File: config.mk
export PLATFORM = sky130hd
export DESIGN_NAME = rose_req_arbiter
export DESIGN_NICKNAME = d
export VERILOG_FILES = /design/src/rtl/rose_req_arbiter.sv
export SDC_FILE = /design/constraint.sdc
export NUM_CORES = 1
export LEC_CHECK = 0
export CAP_MARGIN = 20
export CORE_MARGIN = 5
export CORE_UTILIZATION = 54
export DETAILED_ROUTE_END_ITERATION = 8
export GPL_ROUTABILITY_DRIVEN = 1
export PLACE_DENSITY = 0.8
export SYNTH_ARGS = -nofsm -noshare
export SYNTH_HDL_FRONTEND = slang
export SYNTH_SLANG_ARGS = --single-unit
File: constraint.sdc
create_clock -name clk -period 5.1 [get_ports clk]
set_input_delay 1.53 -clock clk [delete_from_list [all_inputs] [get_ports clk]]
set_output_delay 1.53 -clock clk [all_outputs]
set_load 0.005 [all_outputs]
File: src/rtl/rose_req_arbiter.sv
// rose_req_arbiter
//   Round-robin ownership arbiter with a fixed acceptance-to-grant latency.
//   A request is accepted in IDLE (one-cycle acc pulse), the grant rises LAT
//   edges after the acceptance edge, is held while the winner keeps its
//   request high, and is followed by one mandatory GAP cycle before the next
//   arbitration. Non-winner requests are ignored until the FSM returns to IDLE.
//
//   Handshake: req[i] is a level request held by requester i. acc[i] pulses
//   for one cycle when i is accepted. gnt[i] then rises and stays high until
//   the first edge that samples req[i] low. Acceptance is committed, so a
//   dropped request still receives at least one grant cycle.
//
// Parameters
//   NREQ      number of requesters (2..8)
//   LAT       edges from the acceptance edge to the first edge sampling gnt high (2..15)
// Ports
//   clk       clock, all state changes on posedge
//   rst       synchronous active-high reset
//   req       per-requester level requests
//   gnt       registered one-hot-or-zero grant
//   acc       registered one-hot one-cycle acceptance pulse
//   busy      high whenever the FSM is not in IDLE
//   dbg_state current FSM state (IDLE=0, WAIT=1, GRANT=2, GAP=3)
//
// Optional: define ROSE_ARB_ASSERT_EN to compile in concurrent assertions.

module rose_req_arbiter #(
  parameter int NREQ = 2,
  parameter int LAT  = 2
) (
  input  logic            clk,
  input  logic            rst,
  input  logic [NREQ-1:0] req,
  output logic [NREQ-1:0] gnt,
  output logic [NREQ-1:0] acc,
  output logic            busy,
  output logic [1:0]      dbg_state
);

  localparam int PW = (NREQ > 1) ? $clog2(NREQ) : 1;

  typedef enum logic [1:0] {
    S_IDLE  = 2'd0,
    S_WAIT  = 2'd1,
    S_GRANT = 2'd2,
    S_GAP   = 2'd3
  } state_t;

  state_t          state, state_d;
  logic [3:0]      cnt, cnt_d;
  logic [PW-1:0]   win, win_d;
  logic [PW-1:0]   ptr, ptr_d;
  logic [NREQ-1:0] gnt_d, acc_d;

  logic            rr_found;
  logic [PW-1:0]   rr_win;

  // Round-robin search: starts one past the last owner and wraps, so the
  // last owner is considered last.
  always_comb begin
    rr_found = 1'b0;
    rr_win   = '0;
    for (int j = 1; j <= NREQ; j++) begin
      if (!rr_found && req[(int'(ptr) + j) % NREQ]) begin
        rr_found = 1'b1;
        rr_win   = PW'((int'(ptr) + j) % NREQ);
      end
    end
  end

  always_comb begin
    state_d = state;
    cnt_d   = cnt;
    win_d   = win;
    ptr_d   = ptr;
    gnt_d   = gnt;
    acc_d   = '0;
    case (state)
      S_IDLE: begin
        if (rr_found) begin
          win_d         = rr_win;
          cnt_d         = 4'(LAT - 2);
          acc_d[rr_win] = 1'b1;
          state_d       = S_WAIT;
        end
      end
      S_WAIT: begin
        // The grant register is loaded at the edge where the counter reads 0,
        // so it is first sampled high one edge later (acceptance edge + LAT).
        if (cnt == 4'd0) begin
          gnt_d      = '0;
          gnt_d[win] = 1'b1;
          state_d    = S_GRANT;
        end else begin
          cnt_d = cnt - 4'd1;
        end
      end
      S_GRANT: begin
        if (!req[win]) begin
          gnt_d   = '0;
          ptr_d   = win;
          state_d = S_GAP;
        end
      end
      S_GAP: begin
        state_d = S_IDLE;
      end
      default: begin
        gnt_d   = '0;
        state_d = S_IDLE;
      end
    endcase
  end

  always_ff @(posedge clk) begin
    if (rst) begin
      state <= S_IDLE;
      cnt   <= '0;
      win   <= '0;
      ptr   <= '0;
      gnt   <= '0;
      acc   <= '0;
    end else begin
      state <= state_d;
      cnt   <= cnt_d;
      win   <= win_d;
      ptr   <= ptr_d;
      gnt   <= gnt_d;
      acc   <= acc_d;
    end
  end

  assign busy      = (state != S_IDLE);
  assign dbg_state = state;

`ifdef ROSE_ARB_ASSERT_EN
  // acc is registered, so it is first sampled one edge after the acceptance
  // edge; the grant rise is therefore LAT-1 sampled edges after acc.
  for (genvar i = 0; i < NREQ; i++) begin : g_req_props
    a_acc_to_gnt: assert property (@(posedge clk) disable iff (rst)
      acc[i] |-> ##(LAT-1) $rose(gnt[i]));
    a_gnt_busy: assert property (@(posedge clk) disable iff (rst)
      gnt[i] |-> busy);
  end
  a_gnt_onehot0: assert property (@(posedge clk) disable iff (rst) $onehot0(gnt));
  a_acc_onehot0: assert property (@(posedge clk) disable iff (rst) $onehot0(acc));
`endif

endmodule

==> results.yml, run 1 <==
run_status:
  status: "finished, final reports clean"
timing:
  drv_slew: 0
  rsz0062_at_grt: "false"
  finalCritPeriodShare_pct: 62.7
  fmax_mhz: 313
  fin_skew_ps: 6.41
  min_period_ps: 3200
  worst_slew_pin_slew_ps: 654
  setup_ws_ps: 1900
  relSlewSlack_pct: 56.3
  fin_hold_ws_ps: 496
  fin_tns_setup_ps: 0
  hold_violations: 0
  setup_viol: 0
placed_design:
  place_ws_ps: 1960
  gp_congestion: 0.776
  hpwl_um: 1100
  io_buffers: 10
  placed_area_um2: 805
clocking:
  cts_tree: "built"
  path_clk_slew_ps: 80
  clock_sinks: 12
  cts-root-buf: "clkbuf_4"
  post-cts-setup-buffers: 0
  postCtsHoldBufs: 0
  clock_latency_ps: 280
  post_cts_resized: 0
  cts_made_buffers: 3
  cts_max_level: 1
  cts_buffer_depth: 2
worst_setup_path:
  end_kind: "primary output"
  rrSetupSlack_ps: 3240
  critical_path.max_fanout: 8
  path_class: "register to primary output"
  r2r_cells: 5
  critPathLaunchType: "register"
  worst_r2r_endpoint: "dbg_state[0]$_SDFFE_PP0P_"
  reg2reg_from: "dbg_state[0]$_SDFFE_PP0P_"
  cp.required_ps: 3570
  arrival_ps: 1670
hold_path:
  worstHoldEndpoint: "cnt[1]$_SDFFE_PP0P_"
  hold_path_class: "register to register"
  holdCritStartpoint: "cnt[1]$_SDFFE_PP0P_"
  hold_depth: 2
pwr:
  seq_power_share_pct: 28.7
  powerDensity_nw_per_um2: 568
  total_power_uw: 477
  p_clk_share_pct: 16.1
  power.share.combinational_pct: 55.2
  power.leakage_nw: 0.315
  power.switching_uw: 187
  max-vdd-ir-drop_mv: 0.301
  p_int_uw: 291
  switching_share_pct: 39.1
logic_synthesis:
  synth_top_area_share_pct: 34.1
  yosys.area.top_type: "dfxtp_1"
  synth_flop_cell: "dfxtp_1"
  syn_nets: 86
  async_flop_share_pct: 0
  netlist_instances: 76
  synth_common_cells: "dfxtp_1 (12), inv_1 (8), ha_1 (6)"
  synth_area_leaders: "dfxtp_1 (34%), ha_1 (11%), inv_1 (4.3%)"
  ys_seq_elements: 12
  ys_seq_area_share_pct: 34.1
  synthMostInstantiatedCell: "dfxtp_1"
  ys_types: 34
  netlist_area_um2: 704
  avgSynthCellArea_um2: 9.27
  yosysWarnings: 0
  synth_edf_count: 0
layout:
  finish.instance_area_um2: 841
  syn2layout_area_growth_pct: 19.4
  layout.nets: 99
  diodes: 0
  layout-drive-gt1-share_pct: 11.4
  fill_cells: 115
floorplan:
  dieArea_um2: 2130
  pin_count: 11
  row_count: 13
  start_util_pct: 55.5
  die_w_um: 46.1
  die_height_um: 46.1
  coreArea_um2: 1270
flow_run:
  maxCapViolations: 0
route:
  drt_wl_total_um: 1450
  vias: 596
  drt_iter0_markers: 16
  vias_per_cell: 5.79
  drt-pass1-iter-count: 4
  post_drt_wl_per_cell_um: 14.0
  ant_nets: 0
  drc_errors: 0
global_routing:
  grt_pass1_vias: 576
  grt_max_degree: 14
  antenna_found_initial: 0
  grt_pass1_wl_um: 2460
  grtUsageTotal_pct: 16.1
  grt_overflow: 0
how the worst max path moves through the flow:
stage	start	to	slack [ps]	cells after the start
6_report	dbg_state[0]$_SDFFE_PP0P_	busy	1900	4
5_1_grt	dbg_state[0]$_SDFFE_PP0P_	busy	1780	4
3_5_place_dp	req[1]	dbg_state[0]$_SDFFE_PP0P_	1960	4
2_1_floorplan	req[1]	dbg_state[1]$_SDFFE_PP0P_	2690	3
3_3_place_gp	req[1]	dbg_state[1]$_SDFFE_PP0P_	2020	4
4_1_cts	dbg_state[0]$_SDFFE_PP0P_	busy	1900	4
layout by cell type (no fill, tap or decap), types with 2 or more instances in the layout:
master	Yosys	routed
dfxtp_1	12	12
nand3_1	2	2
a311oi_1	3	3
o21ai_0	3	3
clkbuf_4	1	3
inv_1	8	8
clkdlybuf4s50_1	0	10
mux2i_1	2	2
nor2b_1	2	2
a21oi_1	4	4
nand2_1	3	3
nor2_1	4	4
ha_1	6	6
o31ai_1	2	2
a31oi_1	2	2
nand2b_1	2	2
nand4_1	2	2
flip-flops by register name, summed over array words and instances, names as in the netlist:
signal,count
acc,2
cnt,4
dbg_state,2
gnt,2
ptr,1
win,1
through the flow:
| step | cells | util (%) |
|---|---|---|
| after floorplan | 76 | - |
| after global placement | 99 | 63.4 |
| after detailed placement | 99 | 63.4 |
| after CTS | 103 | 66.3 |
| after global routing | 103 | 66.3 |
| final | 103 | 66.3 |
power by group through the flow:
stage	clock, mW	combinational [mW]	sequential, mW
final	0.0768	0.264	0.137
after detailed placement	0	0.261	0.138
after floorplan	0	0.189	0.136
after CTS	0.0785	0.263	0.137
after global placement	0	0.253	0.138
after global routing	0.0826	0.293	0.141
per-layer routing:
layer | GRT usage (%) | share of wire (%) | up-vias
li1 | - | - | 306
met1 | 20.3 | 47 | 274
met2 | 25.3 | 47 | 14
met3 | 5.86 | 5.1 | 2
met4 | 5.11 | 0.90 | 0
met5 | 0 | 0 | -
area by class of cell:
cell class / instances / area [um2] / share of cell area [%]
clock buffers: 4 / 36.3 / 4.32
flip-flops and latches: 12 / 240 / 28.6
multi-input cells: 54 / 415 / 49.4
well taps: 15 / 18.8 / 2.23
inverters: 8 / 30.0 / 3.57
repair buffers: 10 / 100 / 11.9
cell families after synthesis:
kind of cell	after synthesis	share of synthesized area, %
adder cells (fa/ha/maj)	6	10.7
AO/OA/AOI/OAI	21	21.1
AND/OR/NAND/NOR	24	22.7
buffers and inverters	10	6.93
multiplexers	3	4.44
flip-flops	12	34.1
worst max-delay path: stages, from the launching register on:
cell,delay [ps]
dfxtp_1,370
inv_1,110
ha_1,300
inv_1,110
clkdlybuf4s50_1,500
Power figures use the tool's default switching activity.
==> run 2: changes to the inputs <==
--- a/config.mk
+++ b/config.mk
@@ -7,10 +7,10 @@
 export LEC_CHECK = 0
 export CAP_MARGIN = 20
 export CORE_MARGIN = 5
-export CORE_UTILIZATION = 54
+export CORE_UTILIZATION = 45
 export DETAILED_ROUTE_END_ITERATION = 8
 export GPL_ROUTABILITY_DRIVEN = 1
-export PLACE_DENSITY = 0.8
+export PLACE_DENSITY = 0.71
 export SYNTH_ARGS = -nofsm -noshare
 export SYNTH_HDL_FRONTEND = slang
 export SYNTH_SLANG_ARGS = --single-unit
==> constraint.sdc (replaced) <==
create_clock -name clk -period 2.7 [get_ports clk]
set_input_delay 0.81 -clock clk [delete_from_list [all_inputs] [get_ports clk]]
set_output_delay 0.81 -clock clk [all_outputs]
set_load 0.005 [all_outputs]
==> run 2 against run 1 <==
Combinational power increased by 89%. Global-route usage decreased by 3.5 points. Via count increased by 0.50%. Die area increased by 16%. Sequential power increased by 88%. Register-to-register slack got worse by 2300 ps. Critical path type unchanged. Largest cell class unchanged. Largest power group unchanged. Highest routed layer is now met3.
==> results.yml, run 2 (synthesis results as in run 1) <==
route:
  drc_errors: 0
  post_drt_wl_per_cell_um: 14.1
  drt-pass1-iter-count: 4
  vias_per_cell: 5.76
  ant_nets: 0
  vias: 599
  drt_iter0_markers: 29
  drt_wl_total_um: 1460
worst_setup_path:
  critical_path.max_fanout: 8
  worst_path_dominant_cell_family: "buffers and inverters"
  arrival_ps: 1640
  critPathLaunchType: "register"
  max_stage_delay_ps: 500
  cp.required_ps: 1890
  crit_path_frequent_cell: "inv_1"
  slowest_stage: "clkdlybuf4s50_1"
  crit_buf_inv: 3
  path_cells: "inv_1 -> ha_1 -> inv_1 -> clkdlybuf4s50_1"
  path_class: "register to primary output"
  end_kind: "primary output"
placed_design:
  io_buffers: 10
  gp_congestion: 0.766
  hpwl_um: 1110
pwr:
  p_clk_share_pct: 12.5
  power.share.combinational_pct: 57.6
  total_power_uw: 867
  powerDensity_nw_per_um2: 1040
  power.leakage_nw: 0.314
  max-vdd-ir-drop_mv: 0.533
  power.switching_uw: 346
  seq_power_share_pct: 29.8
  switching_share_pct: 39.9
  p_int_uw: 521
timing:
  setup_viol: 0
  rsz0062_at_grt: "false"
  fin_skew_ps: 0.627
  relSlewSlack_pct: 70.2
  fmax_mhz: 409
  fin_tns_setup_ps: 0
  hold_violations: 0
  drv_slew: 0
  worst_slew_pin_slew_ps: 445
  min_period_ps: 2450
  finalCritPeriodShare_pct: 90.6
clocking:
  cts_buffer_depth: 2
  clock_sinks: 12
  postCtsHoldBufs: 0
  cts-root-buf: "clkbuf_4"
  cts_max_level: 1
  clock_latency_ps: 270
  cts_tree: "built"
  post-cts-setup-buffers: 0
  path_clk_slew_ps: 70
  cts_made_buffers: 3
  post_cts_resized: 0
layout:
  largest_register_ffs: 4
  most-common-layout-cells: "dfxtp_1 (12), clkdlybuf4s50_1 (10), inv_1 (8)"
  utilization_pct: 56.1
  layout.nets: 100
  syn2layout_area_growth_pct: 18.7
  layout-drive-gt1-share_pct: 11.4
  diodes: 0
  multi_input_area_um2: 415
  regArea_um2: 240
  final_common_cell: "dfxtp_1"
  regMostFlops: "cnt"
  fill_cells: 136
floorplan:
  die_w_um: 49.6
  start_util_pct: 47.3
  pin_count: 11
  dieArea_um2: 2460
  die_height_um: 49.6
  row_count: 14
  coreArea_um2: 1490
global_routing:
  grt_pass1_wl_um: 2500
  grt_overflow: 0
  grt_pass1_vias: 561
  antenna_found_initial: 0
  grt_max_degree: 14
  grtUsageTotal_pct: 12.6
run_status:
  status: "finished, final reports clean"
hold_path:
  hold_path_class: "register to register"
flow_run:
  maxCapViolations: 0
## run 2: per-stage QoR
step	area (um2)	cells	worst slack [ps]	hold slack, ps
floorplan	704	76	1010	457
global placement	813	101	412	473
detailed placement	813	101	401	484
CTS	836	104	236	493
global route	836	104	156	515
finish	836	104	253	497
## run 2: layout make-up
class,count,share of cell area (%)
multi-input combinational,54,49.7
sequential,12,28.7
timing repair buffer,11,12.9
inverter,8,3.59
clock buffer,3,2.69
tap,16,2.40
## run 2: per-layer routing
| layer | track usage (%) | part of all wire, % | wire length, um | vias to the layer above |
|---|---|---|---|---|
| met5 | 0 | 0 | 0 | - |
| met2 | 19.7 | 48 | 701 | 13 |
| met4 | 1.31 | 0 | 0 | 0 |
| met1 | 16.5 | 48 | 695 | 277 |
| li1 | - | - | - | 309 |
| met3 | 5.42 | 4.5 | 66 | 0 |
## run 2: worst register-to-register path, delay by kind of cell, from the launching register on
kind                       cells  cell delay (ps)
and+or+nand+nor                2              630
buffers and inverters          2              260
AOI/OAI and AO/OA              1              150
adders and majority gates      1              300
DFF                            1              370
## run 2: power by group through the flow
stage	Sequential (mW)	Clock [mW]	Combinational, mW
floorplan	0.257	0	0.356
global placement	0.261	0	0.490
detailed placement	0.262	0	0.499
CTS	0.258	0.112	0.502
global route	0.266	0.121	0.556
finish	0.258	0.109	0.500
## run 2: worst paths after layout
path	start	to	slack, ps	cells after the start
worst min register to register	cnt[1]$_SDFFE_PP0P_	cnt[1]$_SDFFE_PP0P_	500	2
worst min-delay path	cnt[1]$_SDFFE_PP0P_	cnt[1]$_SDFFE_PP0P_	500	2
worst max-delay path	dbg_state[0]$_SDFFE_PP0P_	busy	250	4
worst max register to register	dbg_state[0]$_SDFFE_PP0P_	cnt[1]$_SDFFE_PP0P_	920	6
